### src/rtl/ay_psg_regfile.sv
// ay_psg_regfile: PSG register file behind the BK parallel-port AY decoder.
// Synchronises the one-hot command strobes and the data byte. Filters out
// short glitches and runs a small IDLE/HOLD/READ state machine. Holds
// registers R0..R15 for the synthesiser and drives read-back data.
// Optional build macro: AY_REGMASK_EN limits each register to the bit width
// the AY-3-8910 actually implements. Unused bits then store and read 0.
//
// Command protocol: the decoder presents exactly one of inact/laddr/wrpsg/
// rdpsg at a time. A command takes effect once, after it has been stable for
// CMD_STABLE synchronised cycles. Any LADDR/WRPSG/RDPSG must be separated
// from the next one by INACT.
module ay_psg_regfile #(
    parameter int         CMD_STABLE = 2,
    parameter logic [3:0] CHIP_ADDR  = 4'h0
) (
    input  logic         clk,
    input  logic         rst_n,
    input  logic         ay_inact,
    input  logic         ay_laddr,
    input  logic         ay_wrpsg,
    input  logic         ay_rdpsg,
    input  logic [7:0]   da_in,
    output logic [7:0]   da_out,
    output logic         da_oe,
    output logic [3:0]   cur_addr,
    output logic         selected,
    output logic [127:0] regs_flat,
    output logic         env_restart
);

    typedef enum logic [1:0] {ST_IDLE, ST_HOLD, ST_READ} state_t;
    typedef enum logic [1:0] {CMD_INACT, CMD_LADDR, CMD_WRPSG, CMD_RDPSG} cmd_t;

    localparam logic [3:0] STABLE = 4'(CMD_STABLE);

    logic [11:0] sync1;
    logic [11:0] sync2;
    logic [3:0]  s;
    logic [7:0]  da_s;
    cmd_t        cmd;
    logic [3:0]  s_prev;
    logic [3:0]  cnt;
    logic [3:0]  cnt_next;
    logic        s_changed;
    logic        accept;
    logic [7:0]  wr_mask;
    state_t      state;
    logic [7:0]  regs [16];

    // Two-flop synchroniser for the command strobes and the data byte.
    always_ff @(posedge clk or negedge rst_n) begin
        if (!rst_n) begin
            sync1 <= '0;
            sync2 <= '0;
        end else begin
            sync1 <= {ay_inact, ay_laddr, ay_wrpsg, ay_rdpsg, da_in};
            sync2 <= sync1;
        end
    end

    assign s    = sync2[11:8];
    assign da_s = sync2[7:0];

    // Classify the synchronised vector. Zero, multi-hot and explicit inact all count as INACT.
    always_comb begin
        cmd = CMD_INACT;
        case (s)
            4'b0100: cmd = CMD_LADDR;
            4'b0010: cmd = CMD_WRPSG;
            4'b0001: cmd = CMD_RDPSG;
            default: cmd = CMD_INACT;
        endcase
    end

    // Glitch filter. Accept fires on the single cycle the run length reaches CMD_STABLE.
    always_comb begin
        s_changed = (s != s_prev);
        if (s_changed)
            cnt_next = 4'd1;
        else if (cnt >= STABLE)
            cnt_next = STABLE;
        else
            cnt_next = cnt + 4'd1;
        accept = (cnt_next == STABLE) && (s_changed || (cnt != STABLE));
    end

    // Stability counter and the previous command vector.
    always_ff @(posedge clk or negedge rst_n) begin
        if (!rst_n) begin
            s_prev <= '0;
            cnt    <= '0;
        end else begin
            s_prev <= s;
            cnt    <= cnt_next;
        end
    end

    // Per-register write mask. It is all ones unless the AY width limits are enabled.
    always_comb begin
        wr_mask = 8'hFF;
`ifdef AY_REGMASK_EN
        case (cur_addr)
            4'd1, 4'd3, 4'd5, 4'd13: wr_mask = 8'h0F;
            4'd6, 4'd8, 4'd9, 4'd10: wr_mask = 8'h1F;
            default:                 wr_mask = 8'hFF;
        endcase
`endif
    end

    // Command FSM. It also updates the address latch, chip select, register array and envelope pulse.
    always_ff @(posedge clk or negedge rst_n) begin
        if (!rst_n) begin
            state       <= ST_IDLE;
            cur_addr    <= '0;
            selected    <= 1'b0;
            env_restart <= 1'b0;
            for (int i = 0; i < 16; i++) regs[i] <= '0;
        end else begin
            env_restart <= 1'b0;
            if (cmd == CMD_INACT) begin
                state <= ST_IDLE;
            end else begin
                case (state)
                    ST_IDLE: begin
                        if (accept) begin
                            case (cmd)
                                CMD_LADDR: begin
                                    cur_addr <= da_s[3:0];
                                    selected <= (da_s[7:4] == CHIP_ADDR);
                                    state    <= ST_HOLD;
                                end
                                CMD_WRPSG: begin
                                    if (selected) begin
                                        regs[cur_addr] <= da_s & wr_mask;
                                        env_restart    <= (cur_addr == 4'd13);
                                    end
                                    state <= ST_HOLD;
                                end
                                CMD_RDPSG: state <= selected ? ST_READ : ST_HOLD;
                                default:   state <= ST_IDLE;
                            endcase
                        end
                    end
                    ST_HOLD: state <= ST_HOLD;
                    ST_READ: if (cmd != CMD_RDPSG) state <= ST_IDLE;
                    default: state <= ST_IDLE;
                endcase
            end
        end
    end

    assign da_oe  = (state == ST_READ);
    assign da_out = (state == ST_READ) ? regs[cur_addr] : 8'h00;

    for (genvar g = 0; g < 16; g++) begin : g_flat
        assign regs_flat[8*g +: 8] = regs[g];
    end

endmodule

### config.mk
export PLATFORM = sky130hd
export DESIGN_NAME = ay_psg_regfile
export DESIGN_NICKNAME = d
export VERILOG_FILES = /design/src/rtl/ay_psg_regfile.sv
export SDC_FILE = /design/constraint.sdc
export NUM_CORES = 1
export LEC_CHECK = 0
export ABC_AREA = 1
export CAP_MARGIN = 20
export CORE_MARGIN = 4
export CORE_UTILIZATION = 35
export CTS_CLUSTER_SIZE = 20
export DETAILED_ROUTE_END_ITERATION = 8
export SLEW_MARGIN = 20
export SYNTH_ARGS = -nofsm -noshare
export SYNTH_HDL_FRONTEND = slang
export SYNTH_SLANG_ARGS = --single-unit
### constraint.sdc
create_clock -name clk -period 4.25 [get_ports clk]
set_input_delay 0.85 -clock clk [delete_from_list [all_inputs] [get_ports clk]]
set_output_delay 0.85 -clock clk [all_outputs]
set_load 0.005 [all_outputs]
# [After elaboration in Yosys (flattened, before gate mapping)]
# Index checks and enable logic that the tools add are counted.
[word_totals] in_bits=14 register_bits=168 output_inout_bits=143 word_cells=76
[op_classes] bitwise_logic=2 n_reduce_logical=10 n_addsub=1 magnitude_cmp=3 n_eq_ne=15 n_mux=21
[ops] op="128-bit bitwise mux" count=1
[ops] op="8-bit binary-select mux with 4-bit select" count=1
[ops] op="8-bit demux with 4-bit select" count=1
[ops] op="8-bit two-way mux" count=4
[ops] op="2-bit case mux with 3 select lines" count=2
[ops] op="4-bit by 2-bit == test with 1-bit output (second input constant)" count=2
[ops] op="2-bit two-way mux" count=4
[ops] op="4-bit two-way mux" count=2
[ops] op="2-bit == test (second input constant)" count=3
[ops] op="5-bit greater-or-equal comparator (second input constant)" count=1
[ops] op="5-bit by 1-bit < comparator with 1-bit output (second input constant)" count=1
[ops] op="1-bit two-way mux" count=5
[ops] op="4-bit NOT with 5-bit output" count=1
[ops] op="5-bit AND reduction" count=1
[ops] op="4-bit by 1-bit adder with 4-bit output (second input constant)" count=1
[ops] op="2-bit by 1-bit == test with 1-bit output (second input constant)" count=2
[ops] op="4-bit by 1-bit == test with 1-bit output (second input constant)" count=1
[ops] op="4-bit by 3-bit == test with 1-bit output (second input constant)" count=1
[ops] op="4-bit == test (second input constant)" count=1
[ops] op="4-bit by 2-bit greater-or-equal comparator with 1-bit output (second input constant)" count=1
[ops] op="2-bit logical NOT" count=2
[ops] op="4-bit logical NOT" count=1
[ops] op="4-bit by 2-bit != test with 1-bit output (second input constant)" count=1
[ops] op="4-bit != test" count=1
[ops] op="other kinds (10)" count=11

# [Logic depth before layout (Yosys ltp)]
[logic_depth] depth_word=8 ltp_mapped=12 depth_no_buf=11

# [Worst setup path after synthesis]
# No wires, ideal clock.
[synth_path] kind="register to register" startpoint="reg sync2[9]" endpoint="reg regs, in the netlist regs_flat[100]" path_stages_with_launch=13 setup_time_ns=0.119 path_slack_ns=1.946 arrival_time_ns=2.186 period_less_slack_ns=2.304 n_path_buf=1 required_time_ns=4.131 path_cell_list="dfrtp_1 > nand2_1 > inv_1 > nor4_1 > inv_1 > ha_1 > nor2_1 > nand3_1 > inv_1 > buf_6 > nand4_1 > nand2_1 > nand2_1"
[synth_via] elab_chain_len=5 elab_cells_between_ends=13 cone_classes="eq/ne: 6; mux: 2; bitwise: 1; reduce/logical: 4"
[synth_rtl] element="start, declared" line="37" source="logic [11:0] sync2;"
[synth_rtl] element="start signal, assigned" line="57" source="sync2 <= sync1;"
[synth_rtl] element="4-bit != test, or another cell as far along" line="77" source="s_changed = (s != s_prev);"
[synth_rtl] element="4-bit two-way mux or 2-bit case mux with 3 select lines (tied branches)" line="78, 67"
[synth_rtl] element="4-bit by 2-bit == test with 1-bit output or 2-bit logical NOT (tied branches)" line="84, 120"
[synth_rtl] element="1-bit logical AND or 1-bit NOT (tied branches)"
[synth_rtl] element="5-bit AND reduction (no source line) (*)"
[synth_rtl] element="end signal, assigned by index" line="134" source="regs[cur_addr] <= da_s & wr_mask;"
[synth_rtl] element="end, declared" line="48" source="logic [7:0] regs [16];"
# Mark *: on every way between the ends. The rest lies on a longest branch, timed or not.
# A chain may end at the register's enable or synchronous reset.

# [Worst setup path in the final report]
[layout_path] startpoint="reg cur_addr[1]" endpoint="out da_out[7]"
[layout_via] elab_chain_len=5
[layout_rtl] element="start, declared" line="25" source="output logic [3:0] cur_addr,"
[layout_rtl] element="start signal, assigned" line="128" source="cur_addr <= da_s[3:0];"
[layout_rtl] element="4-bit NOT with 5-bit output (not written as such)" line="153" source="assign da_out = (state == ST_READ) ? regs[cur_addr] : 8'h00;"
[layout_rtl] element="8-bit binary-select mux with 4-bit select" line="153"
[layout_rtl] element="8-bit two-way mux (not written as such) (2 in a row)" line="153"
[layout_rtl] element="8-bit two-way mux" line="153"
[layout_rtl] element="end, declared" line="23" source="output logic [7:0] da_out,"
# No other way between the ends. The select of a mux whose other input is x is not followed.

==> flow_summary.ini <==
[logic_synthesis]
yosysSeqAreaShare_pct = 53.0
netlist_instances = 909
synth-warning-count = 0
avgSynthCellArea_sq_um = 8.73
synth_area_leaders = dfrtp_1, nand2_1, nand4_1, a22oi_1, clkbuf_1
syn_area_sq_mm = 0.00794
ys_types = 28
synth_nets = 930
synth.ff_latch_count = 168
yosysTopAreaCell = dfrtp_1
yosys.area.top_type_share_pct = 53.0

[placed_design]
portBuffers = 156
dp_hpwl_microns = 17200
place.gp.congestion = 0.859

[floorplanning]
start_util_pct = 35.9
die_w_microns = 159
die_height_microns = 159
die_area_sq_mm = 0.0252
ios = 157
rows = 54
coreArea_sq_mm = 0.0221

[global_route]
grt_pass1_wl_microns = 40600
grt_use_met3_pct = 3.83
gr-total-overflow = 0
use_met2_pct = 32.5
grt.busiest_layer = met2
antenna_found_initial = 0
grt_start_max_net_pins = 129
grtUsageTotal_pct = 20.9
gr-usage-met1_pct = 30.3
grt_pass1_vias = 6921

[detailed_routing]
ant_nets = 0
drc = 0
drtIter0Drc = 641
wl_per_cell_microns = 19.9
via_count = 7167
drt_wl_total_microns = 26300
vias_per_cell = 5.43
drt_pass1_iterations = 6

[clock_network]
clk_latency_ns = 0.43
htreeDepth = 4
cts_hold_buf = 0
cts-root-buf = clkbuf_16
cts_made_buffers = 17
cts_tree = done
clk_path_buf_depth = 2
cts_resized = 0
clkSlewWorstSetupHoldPaths_ns = 0.07
cts_sinks = 168
post_cts_buffers = 0

[critical_path]
crit-reg2reg-launch = sync2[9]
rr_endpoint = regs_flat[37]
cp-start-kind = flip-flop
worstSetupEndpointType = output pin
cp.arrival_ns = 3.20
crit_type = flip-flop to output pin
crit_path_frequent_cell = nand2_1
cp_cell_sequence = nand2_1 -> inv_2 -> buf_4 -> a22oi_1 -> nand2_1 -> nand2_1 -> nand2_1 -> nor2_1 -> nor2_1 -> clkdlybuf4s50_1
rrSetupSlack_ns = 1.05
cpLargestDelayFamily = buffers and inverters
path_buf_inv = 3
slowest_delay_ns = 0.56
worstRegToRegCells = 11
cp_slowest_cell = clkdlybuf4s50_1
cp_max_fo = 29
cp.required_ns = 3.40

[min_path]
hold_class = flip-flop to flip-flop
hold_end = sync2[7]
min_from = sync1[7]
hold_path_depth = 0

[timing]
hold_viol_final = 0
relSlewSlack_pct = 35.2
fin_setup_tns_ns = 0
drv_slew = 0
rsz0062_at_grt = no
setup_viol = 0
period_needed_ns = 4.05
finClkSkew_ns = 0.0119
post-route-period-util_pct = 95.3
worst_pin_slew_ns = 0.972
max_freq_ghz = 0.247
fin_hold_ws_ns = 0.348

[final_layout]
fin_nets = 1048
drive_above_1_share_pct = 7.31
synthToLayoutAreaGrowth_pct = 29.9
n_fill_cell = 2120
final_common_cell = nand2_1
layout_common_cells = nand2_1, dfrtp_1, clkdlybuf4s50_1
diodes = 0

[power]
p_per_area_mw_per_mm2 = 338
ir_drop_v = 0.000242
p_leak_nw = 5.09

[flow_run]
maxCapViolCount = 0

[outcome]
status = finished, final reports clean
## per-layer routing
layer	share of wire, %	wire length [microns]
met5	0	0
met4	1.3	329
met3	6.3	1650
met2	47	12400
met1	45	11900
## cells in the mapped netlist
library cell,n
a21oi_1,2
a22oi_1,64
buf_1,3
buf_2,4
buf_4,14
buf_6,1
buf_8,1
clkbuf_1,53
conb_1,1
dfrtp_1,168
ha_1,7
inv_1,27
inv_2,4
nand2_1,359
nand3_1,8
nand3_4,2
nand4_1,136
nand4_4,8
nor2_1,30
nor2_2,3
nor2_4,2
nor3_2,1
nor3b_1,1
nor4_1,1
o211ai_1,2
o21ai_0,1
o21ai_1,5
or4_1,1
## flip-flops by register name, summed over array words and instances, names as in the netlist
| name | cells |
|---|---|
| cur_addr | 4 |
| env_restart | 1 |
| sync2 | 12 |
| cnt | 4 |
| sync1 | 12 |
| selected | 1 |
| s_prev | 4 |
| state | 2 |
| regs_flat | 128 |
## cell families (layout without fill, tap and decap cells)
family | count (synthesis) | count (layout) | synth area share (%)
flops | 168 | 168 | 53.0
fa+ha+maj | 7 | 7 | 1.10
compound gates | 74 | 74 | 6.75
simple gates | 552 | 552 | 33.1
buf+inv | 107 | 238 | 6.02
other cells | 1 | 1 | 0.0472
## worst max path at each step
stage                      from              to  slack [ns]  cells after the start
floorplan              sync2[9]  regs_flat[100]        1.95                     12
global placement    cur_addr[1]       da_out[7]        0.79                     10
detailed placement  cur_addr[1]       da_out[7]        0.76                     10
CTS                 cur_addr[1]       da_out[7]        0.29                     10
global route        cur_addr[1]       da_out[7]        0.09                     10
finish              cur_addr[1]       da_out[7]        0.20                     10
## report_power, final
| group | switching [mW] | total [mW] | internal, mW |
|---|---|---|---|
| Combinational | 0.195 | 0.257 | 0.0618 |
| Sequential | 0.0462 | 1.66 | 1.62 |
| Clock | 0.709 | 1.56 | 0.855 |
| Total | 0.950 | 3.48 | 2.53 |
## worst register-to-register path: cells and delay by family (launching register included)
| kind | cells | cell delay [ns] |
|---|---|---|
| adders and majority gates | 1 | 0.26 |
| buffers and inverters | 3 | 0.77 |
| DFF | 1 | 0.43 |
| and+or+nand+nor | 7 | 1.62 |
## through the flow
| stage | setup WS (ns) | util [%] | total power [mW] | std cells | area [sq um] |
|---|---|---|---|---|---|
| floorplan | 1.95 | - | 1.81 | 909 | 7940 |
| global placement | 0.790 | 44.0 | 1.95 | 1288 | 9720 |
| detailed placement | 0.758 | 44.0 | 1.95 | 1288 | 9720 |
| CTS | 0.287 | 46.7 | 3.52 | 1320 | 10300 |
| global route | 0.0914 | 46.7 | 3.61 | 1320 | 10300 |
| finish | 0.199 | 46.7 | 3.48 | 1320 | 10300 |
## layout make-up
cell class | instances | area, sq um | area share, %
tap | 280 | 350 | 3.40
clock buffer | 19 | 443 | 4.30
sequential | 168 | 4200 | 40.8
inverter | 31 | 116 | 1.13
timing repair buffer | 175 | 1760 | 17.0
clock inverter | 13 | 148 | 1.43
multi-input combinational | 634 | 3290 | 31.9
Note: power is estimated with default switching activity, not from simulation.
